## src/rtl/pkt_meta_out_sched.sv

```systemverilog
// Purpose: pairs each packet from the packet FIFO with one metadata word and emits meta, then the packet words, as one stream.
// Latency: one cycle from FIFO pop to o_meta_valid / o_data_valid; the meta cycle costs one bubble per packet.
// Backpressure: i_out_ready low blocks pops in that cycle, so at most one more word appears after ready drops.
//
// Ports:
//   i_clk, i_rst_n               clock, synchronous active-low reset
//   i_pkt_empty/i_pkt_dout       packet FIFO head (first-word-fall-through), o_pkt_rden pops it
//   i_meta_empty/i_meta_dout     metadata FIFO head (first-word-fall-through), o_meta_rden pops it
//   i_out_ready                  downstream accepts a word this cycle
//   o_meta_valid/o_meta          registered metadata strobe and word
//   o_data_valid/o_data          registered packet word strobe and word ([133:132] tag, [131:128] bytes, [127:0] data)
//   o_pkt_cnt/o_err_cnt          saturating packet and framing/length error counters
module pkt_meta_out_sched #(
    parameter int META_WIDTH    = 128,
    parameter int MAX_PKT_WORDS = 128,
    parameter int CNT_WIDTH     = 32
) (
    input  logic                  i_clk,
    input  logic                  i_rst_n,
    input  logic                  i_pkt_empty,
    input  logic [133:0]          i_pkt_dout,
    output logic                  o_pkt_rden,
    input  logic                  i_meta_empty,
    input  logic [META_WIDTH-1:0] i_meta_dout,
    output logic                  o_meta_rden,
    input  logic                  i_out_ready,
    output logic                  o_meta_valid,
    output logic [META_WIDTH-1:0] o_meta,
    output logic                  o_data_valid,
    output logic [133:0]          o_data,
    output logic [CNT_WIDTH-1:0]  o_pkt_cnt,
    output logic [CNT_WIDTH-1:0]  o_err_cnt
);

    // Word counter must hold MAX_PKT_WORDS itself after a truncation.
    localparam int WCW = $clog2(MAX_PKT_WORDS + 1);
    localparam logic [WCW-1:0] LAST_CNT = WCW'(MAX_PKT_WORDS - 1);
    localparam logic [1:0]     TAG_TAIL = 2'b10;

    typedef struct packed {
        logic [1:0]   tag;
        logic [3:0]   nbytes;
        logic [127:0] dat;
    } pkt_word_t;

    typedef enum logic [1:0] {
        IDLE,
        SEND,
        DROP
    } state_t;

    state_t                state;
    logic [WCW-1:0]        word_cnt;
    logic                  meta_vld;
    logic [META_WIDTH-1:0] meta_dat;
    logic                  data_vld;
    pkt_word_t             data_dat;
    logic [CNT_WIDTH-1:0]  pkt_cnt;
    logic [CNT_WIDTH-1:0]  err_cnt;

    pkt_word_t head;
    logic      head_is_start;  // tag 01 or 11
    logic      head_is_end;    // tag 10 or 11
    logic      send_go;
    logic      idle_go;
    logic      send_resync;
    logic      send_last_slot;

    assign head          = pkt_word_t'(i_pkt_dout);
    assign head_is_start = head.tag[0];
    assign head_is_end   = head.tag[1];

    assign send_go = !i_pkt_empty && i_out_ready;
    assign idle_go = send_go && !i_meta_empty;

    // A start tag after the first word means the previous packet lost its
    // tail; that word is left in the FIFO so it can open the next packet.
    assign send_resync = (word_cnt != '0) && head_is_start;

    // Next popped word would be word number MAX_PKT_WORDS.
    assign send_last_slot = (word_cnt == LAST_CNT);

    function automatic logic [CNT_WIDTH-1:0] sat_inc(input logic [CNT_WIDTH-1:0] v);
        return (&v) ? v : v + CNT_WIDTH'(1);
    endfunction

    // Pops are combinational so a FWFT head word is consumed in the same
    // cycle it is acted on. Every pop is qualified by its FIFO's !empty.
    always_comb begin
        o_pkt_rden  = 1'b0;
        o_meta_rden = 1'b0;
        case (state)
            IDLE: begin
                if (idle_go) begin
                    if (head_is_start) begin
                        o_meta_rden = 1'b1;
                    end else begin
                        // Stray middle/tail word outside a packet: discard.
                        o_pkt_rden = 1'b1;
                    end
                end
            end
            SEND: begin
                if (send_go && !send_resync) begin
                    o_pkt_rden = 1'b1;
                end
            end
            DROP: begin
                // Draining the over-length remainder does not wait for downstream.
                o_pkt_rden = !i_pkt_empty;
            end
            default: begin
                o_pkt_rden  = 1'b0;
                o_meta_rden = 1'b0;
            end
        endcase
    end

    always_ff @(posedge i_clk) begin
        if (!i_rst_n) begin
            state    <= IDLE;
            word_cnt <= '0;
            meta_vld <= 1'b0;
            meta_dat <= '0;
            data_vld <= 1'b0;
            data_dat <= '0;
            pkt_cnt  <= '0;
            err_cnt  <= '0;
        end else begin
            // Strobes are single-cycle; data/meta registers hold their last value.
            meta_vld <= 1'b0;
            data_vld <= 1'b0;
            case (state)
                IDLE: begin
                    if (idle_go) begin
                        if (head_is_start) begin
                            // Meta goes out first; the head word stays in
                            // the FIFO and is popped from SEND next cycle.
                            meta_dat <= i_meta_dout;
                            meta_vld <= 1'b1;
                            word_cnt <= '0;
                            state    <= SEND;
                        end else begin
                            err_cnt <= sat_inc(err_cnt);
                        end
                    end
                end
                SEND: begin
                    if (send_go) begin
                        if (send_resync) begin
                            err_cnt <= sat_inc(err_cnt);
                            state   <= IDLE;
                        end else begin
                            data_vld <= 1'b1;
                            word_cnt <= word_cnt + WCW'(1);
                            if (head_is_end) begin
                                // Tail, or a single-word packet on the first word.
                                data_dat <= head;
                                pkt_cnt  <= sat_inc(pkt_cnt);
                                state    <= IDLE;
                            end else if (send_last_slot) begin
                                // Over-length: close the packet here with a
                                // forced tail and discard the rest in DROP.
                                data_dat <= '{tag: TAG_TAIL, nbytes: head.nbytes, dat: head.dat};
                                pkt_cnt  <= sat_inc(pkt_cnt);
                                err_cnt  <= sat_inc(err_cnt);
                                state    <= DROP;
                            end else begin
                                data_dat <= head;
                            end
                        end
                    end
                end
                DROP: begin
                    if (!i_pkt_empty && head_is_end) begin
                        state <= IDLE;
                    end
                end
                default: begin
                    state <= IDLE;
                end
            endcase
        end
    end

    assign o_meta_valid = meta_vld;
    assign o_meta       = meta_dat;
    assign o_data_valid = data_vld;
    assign o_data       = data_dat;
    assign o_pkt_cnt    = pkt_cnt;
    assign o_err_cnt    = err_cnt;

endmodule

```

## config.mk

```make
export PLATFORM = sky130hd
export DESIGN_NAME = pkt_meta_out_sched
export DESIGN_NICKNAME = d
export VERILOG_FILES = /design/src/rtl/pkt_meta_out_sched.sv
export SDC_FILE = /design/constraint.sdc
export NUM_CORES = 1
export LEC_CHECK = 0
export BUFFER_PORTS_ARGS = -buffer_cell sky130_fd_sc_hd__buf_2
export CAP_MARGIN = 20
export CORE_AREA = 8 8 224 226
export DETAILED_ROUTE_END_ITERATION = 16
export DIE_AREA = 0 0 232 234
export GPL_TIMING_DRIVEN = 0
export MAX_ROUTING_LAYER = met4
export PLACE_DENSITY_LB_ADDON = 0.15
export SYNTH_ARGS = -nofsm -noshare
export SYNTH_HDL_FRONTEND = slang
export SYNTH_SLANG_ARGS = --single-unit
```

## constraint.sdc

```tcl
create_clock -name i_clk -period 5 [get_ports i_clk]
set_input_delay 0.5 -clock i_clk [delete_from_list [all_inputs] [get_ports i_clk]]
set_output_delay 0.5 -clock i_clk [all_outputs]
set_load 0.005 [all_outputs]
```

==> metrics.txt, run 1 <==
outcome complete, no violations; worst setup skew after layout 0.0228 ns; H-Tree Depth 2; CP Data Arrival Time 3.31 ns; Core Util, Final 38.3%; number of hold-slack violations in the final timing report 0; combinational share of power 5.8%; area added between synthesis and finish 38.5%; CTS tree done; proportion of register bits with asynchronous set or reset after synthesis 0%; VDD IR-drop max 0.197 mV; top cells by area, synth dfxtp_1, nand2_1, a21oi_1; clock network fraction of total power 47.2%; Int Pwr 4.45 mW; clock sink total 338; aggregate negative setup slack 0 ns; remaining global-route overflow 0; cts bufs inserted 41; sequential share of power 47.0%; buffer levels on the longest clock path 3; initial DRC count 523; Max Cap Violations 0; I/O pin count 597; final critical path time including I/O delays and setup 3.81 ns; worst min-delay path class in -> reg; headroom to the max-slew limit 25.7%; number of nets in the final layout 2543; final worst-path cycle share 76.2%; gate count of the mapped netlist 1632; syn_area_per_cell 7.93 um2; post-CTS setup-driven buffer insertion count 0; power density over cell area 326 nW/um2; hold buffer count at cts 0; Detail Route met2 WL 28300 um; cell area after technology mapping 12900 um2; average routed wire per standard cell 19.7 um; crit path setup slack, layout 1.19 ns; top-count cell post-synth nand2_1; cell accounting for the most synthesized area dfxtp_1; routed length on met3 5110 um; Tightest Pin Transition 1.10 ns; Die Y-Extent 234 um; quantity of gates resized following cts 0; met1 layer wirelength in the final routing 22700 um; NetSw 1.39 mW; gpl congestion 0.891; total detailed-routing wirelength 57300 um; post-detailed-route count of antenna-violating nets 0; CTS clk-pin slew, worst paths 0.06 ns; Crit Path Max Fanout 10; latest clock arrival within the worst-skew pair 0.56 ns; synth unique cells 45; Total Die Area 54300 um2; Synthesis Warnings 0; vias in the first global route 13400; class of the most critical setup path reg -> out; number of vias in the routed layout 13700; effective utilization at floorplan 27.6%; half-perimeter wire length of the detailed placement result 45600 um; sequential element share of the synthesized area 52.3%; endpoint kind of the worst setup timing path output port; required time of the critical path 4.50 ns; Top Metal Used met4; drc violations 0; via count normalized by instance count 4.70; root buf cell clkbuf_16; leakage dissipation 7.45 nW; most used flip-flop cell after synthesis dfxtp_1; 1st-pass router iterations 5; kind of start point of the critical path register; pre-CTS setup slack 1.37 ns; Syn Nets 1903; core area 46800 um2; FF+latch count, synth 338; global-route wire length before repair 82700 um; maximum number of pins on one net before global-route repair 13; All-Layer GR Usage 20.2%; Finish-stage setup viols 0; Slew Limit Fails 0; Sw Share 23.8%; setup repair after global routing missed its margin no; portion of synthesized cell area occupied by the leading cell type 52.3%; number of port buffers 596; EDFF count, synth 0; number of antenna violations at the first check in global routing 14; share of layout cells above drive strength 1 28.9%; overall power of the completed layout 5.85 mW; Chip Width 232 um; Commonest cells post-synth nand2_1, dfxtp_1, a21oi_1, clkbuf_1, o31ai_1; cell row count 80; f_max 0.263 GHz
==> worst paths after layout <==
kind / endpoint / cells after the start / start / slack, ns
max: o_pkt_rden / 8 / word_cnt[0] / 1.19
max reg2reg: o_data[124] / 9 / word_cnt[0] / 1.52
min: o_data[36] / 3 / i_pkt_dout[36] / 0.17
min reg2reg: o_meta[50] / 2 / o_meta[50] / 0.45
==> power groups by stage <==
stage	Clock, mW	Combinational [mW]	Sequential, mW
floorplan	0	0.121	2.81
global placement	0	0.339	2.81
detailed placement	0	0.341	2.81
CTS	2.86	0.343	2.75
global route	2.94	0.372	2.75
finish	2.76	0.337	2.75
==> layer usage <==
metal	track usage, %	up-vias
met2	34.9	505
met5	-	-
met4	4.98	0
met3	7.09	74
li1	-	6841
met1	22.1	6302
==> metrics by stage <==
stage          instances  hold slack [ns]  area [um2]
2_1_floorplan       1632            0.448       12900
3_3_place_gp        2843            0.440       16700
3_5_place_dp        2844            0.443       16700
4_1_cts             2907            0.137       17900
5_1_grt             2918            0.158       17900
6_report            2918            0.173       17900
==> placed cells by master, fill, tap and decap left out, types with 7 or more instances in the layout <==
cell type / instances
a21oi_1: 306
and4_1: 9
buf_2: 597
clkbuf_1: 119
clkbuf_16: 42
dfxtp_1: 338
diode_2: 11
inv_1: 11
mux2i_1: 20
nand2_1: 574
nand2b_1: 20
nand3_1: 28
nand4_1: 18
nor2_1: 18
nor3_1: 10
nor4_1: 17
o21ai_0: 12
o31ai_1: 32
or3_1: 11
or4_1: 29
xnor2_1: 7
==> critical path, cell delays in order (launching register included) <==
cell,delay (ns)
dfxtp_1,0.35
inv_1,0.07
ha_1,0.13
or4b_4,0.46
o21ai_1,0.46
nand2_1,0.55
clkbuf_1,0.39
o31ai_1,0.14
buf_2,0.20
==> layout make-up <==
class                           count  area (um2)
Multi-Input combinational cell   1169        5700
Antenna cell                       11        27.5
Clock inverter                      9        66.3
Sequential cell                   338        6770
Clock buffer                       54        1140
Inverter                           12        45.0
Fill cell                        4978       28900
Tap cell                          615         769
Timing Repair Buffer              597        2990
Buffer                            113         433
==> sequential cells by signal (all words and copies together) (netlist names) <==
register and flops:
o_data 134, o_data_valid 1, o_err_cnt 32, o_meta 128, o_meta_valid 1, o_pkt_cnt 32
state 2, word_cnt 8
==> cell families after synthesis <==
| family | after synthesis | synth area share (%) |
|---|---|---|
| AND/OR/NAND/NOR | 765 | 26.0 |
| AO/OA/AOI/OAI | 373 | 15.6 |
| flip-flops | 338 | 52.3 |
| buffers and inverters | 125 | 3.69 |
| multiplexers | 20 | 1.55 |
| XOR/XNOR | 7 | 0.474 |
| adder cells (fa/ha/maj) | 4 | 0.387 |
(Power assumes the default switching activity.)
==> run 2, diff against run 1 <==
- ABC_AREA: not set -> 1
- CORE_AREA: 8 8 224 226 -> 8 8 229 231
- DIE_AREA: 0 0 232 234 -> 0 0 237 239
- clock period: 5 -> 3.8 ns (I/O delays scaled with it)
==> metrics.txt, run 2 <==
latest clock arrival within the worst-skew pair 0.55 ns (about the same); half-perimeter wire length of the detailed placement result 45000 um (-1.2%); via count normalized by instance count 4.58 (-2.5%); area added between synthesis and finish 37.3%; most frequent standard cell in the layout excluding fill and tap cells nor2_1; Chip Width 237 um (+2.2%); Max Cap Violations 0 (unchanged); startpoint of the worst-slack reg-to-reg timing path state[1]; share of layout cells above drive strength 1 28.7% (-0.15 points); number of hold-slack violations in the final timing report 0 (unchanged); highest-count cells in the layout ignoring fill and taps nor2_1, buf_2, dfxtp_1, o21ai_0, nand2_1; post-CTS setup-driven buffer insertion count 0 (unchanged); Critical path origin word_cnt[0]; global-route wire length before repair 85700 um (+3.7%); class of the most critical setup path reg -> out; Syn Nets 2150 (+13%); endpoint kind of the worst setup timing path output port; effective utilization at floorplan 27.9% (+0.26 points); VDD IR-drop max 0.299 mV (+51%); maximum number of pins on one net before global-route repair 12 (-1); quantity of gates resized following cts 0 (unchanged); Synthesis Warnings 0 (unchanged); outcome complete, no violations; hold buffer count at cts 0 (unchanged); Slew Limit Fails 0 (unchanged); FF+latch count, synth 338 (unchanged); worst setup skew after layout 0.0175 ns (-0.00524 ns); EDFF count, synth 0 (unchanged); total detailed-routing wirelength 56400 um (-1.6%); All-Layer GR Usage 19.6% (-0.59 points); buffer levels on the longest clock path 3 (unchanged); drc violations 0 (unchanged); CTS clk-pin slew, worst paths 0.05 ns (about the same); Total Die Area 56600 um2 (+4.3%); power density over cell area 432 nW/um2 (+33%); required time of the critical path 3.42 ns (-1.08 ns); aggregate negative setup slack 0 ns (unchanged); H-Tree Depth 2 (unchanged); worst min-delay path class in -> reg; cts bufs inserted 42 (+2.4%); Commonest cells post-synth nor2_1, dfxtp_1, o21ai_0, nand2_1, a21oi_1; remaining global-route overflow 0 (unchanged); startpoint of the lowest-slack hold path i_meta_dout[38]; number of nets in the final layout 2789 (+9.7%); portion of synthesized cell area occupied by the leading cell type 50.0% (-2.3 points); kind of start point of the critical path register; final worst-path cycle share 78.1%; root buf cell clkbuf_16; number of vias in the routed layout 14500 (+5.8%); initial DRC count 706 (+35%); vias in the first global route 14600 (+8.8%); worst-case hold slack 0.0513 ns (-0.122 ns); top cells by area, synth dfxtp_1, nor2_1, o21ai_0; number of port buffers 595 (-0.17%); Tightest Pin Transition 0.980 ns (-0.124 ns); CTS tree done; syn_area_per_cell 7.21 um2 (-9.1%); final critical path time including I/O delays and setup 2.97 ns; Die Y-Extent 239 um (+2.1%); filler cell count in the final layout 5342 (+7.3%); cell row count 81 (+1.3%); cell area after technology mapping 13500 um2 (+4.6%); leakage dissipation 8.87 nW (+19%); clock sink total 338 (unchanged); gpl congestion 0.878 (-1.5%); synth unique cells 32 (-29%); CP Data Arrival Time 2.59 ns (-0.72 ns); post-detailed-route count of antenna-violating nets 0 (unchanged); f_max 0.337 GHz; headroom to the max-slew limit 34.7% (+9.0 points); Crit Path Max Fanout 10 (unchanged); gate count of the mapped netlist 1879 (+15%); I/O pin count 597 (unchanged); number of antenna violations at the first check in global routing 6 (-8); cell accounting for the most synthesized area dfxtp_1; sequential element share of the synthesized area 50.0% (-2.3 points); 1st-pass router iterations 5 (unchanged); most used flip-flop cell after synthesis dfxtp_1; core area 48500 um2 (+3.6%); average routed wire per standard cell 17.8 um (-9.4%); Largest register FFs 134 (unchanged); setup repair after global routing missed its margin no; proportion of register bits with asynchronous set or reset after synthesis 0% (unchanged); Finish-stage setup viols 0 (unchanged); top-count cell post-synth nor2_1
==> run 2: cell count changes in the layout (fill, tap and decap cells not counted), moves of 46 or more <==
| cell | delta |
|---|---|
| a21oi_1 | -238 |
| nand2_1 | -335 |
| clkbuf_1 | -56 |
| inv_1 | +46 |
| nor2_1 | +645 |
| o21ai_0 | +248 |
==> run 2: layout make-up <==
type	instances	area, um2	share of cell area, %
Multi-Input combinational cell	1373	6000	32.3
Clock inverter	8	75.1	0.404
Antenna cell	5	12.5	0.0673
Clock buffer	59	1210	6.49
Sequential cell	338	6770	36.4
Timing Repair Buffer	595	2980	16.0
Inverter	62	233	1.25
Buffer	106	546	2.93
Tap cell	622	778	4.19
==> run 2: logic make-up (layout without fill, tap and decap cells) <==
kind of cell / after synthesis / after routing / synth area share, %
AO/OA/AOI/OAI: 345 / 345 / 13.1
XOR/XNOR: 28 / 28 / 1.81
adder cells (fa/ha/maj): 4 / 4 / 0.370
buffers and inverters: 168 / 830 / 5.75
flip-flops: 338 / 338 / 50.0
other: 0 / 5 / 0
AND/OR/NAND/NOR: 996 / 996 / 29.0
==> run 2: per-layer routing <==
metal	global-route usage, %	routed length (um)
met1	21.8	23000
met2	33.6	27500
met3	6.14	4710
met4	5.71	1260
met5	-	0
==> run 2: through the flow <==
stage | power, mW | std cells | instance area [um2] | utilization (%) | worst slack, ns
after global routing | 8.39 | 3167 | 18600 | 38.3 | 0.528
after global placement | 4.33 | 3096 | 17300 | 35.6 | 1.08
after detailed placement | 4.34 | 3096 | 17300 | 35.6 | 0.997
after floorplan | 3.99 | 1879 | 13500 | - | 2.02
after CTS | 8.19 | 3163 | 18600 | 38.3 | 0.667
final | 8.04 | 3168 | 18600 | 38.3 | 0.832
==> run 2: power by group <==
| group | leakage, nW | total (mW) | internal (mW) | switching, mW |
|---|---|---|---|---|
| combinational | 5.50 | 0.585 | 0.249 | 0.336 |
| sequential | 2.73 | 3.67 | 3.63 | 0.0413 |
| clock | 0.629 | 3.79 | 2.26 | 1.53 |
==> run 2: path summary, 6_finish.rpt <==
kind                      end  slack (ns)  cells past startpoint
setup reg to reg   o_meta[15]        1.63                     10
hold reg to reg   o_data[133]        0.46                      2
setup / recovery   o_pkt_rden        0.83                     11
hold / removal     o_meta[38]        0.05                      3
==> run 2: critical path, stage by stage (launching register included) <==
cell and delay (ns):
dfxtp_1 0.35, inv_1 0.08, ha_1 0.19, nand2_1 0.06
nor2_1 0.04, nand2_1 0.09, nand2_2 0.11, nand2_1 0.12
buf_2 0.26, buf_2 0.36, o311ai_0 0.19, buf_2 0.19
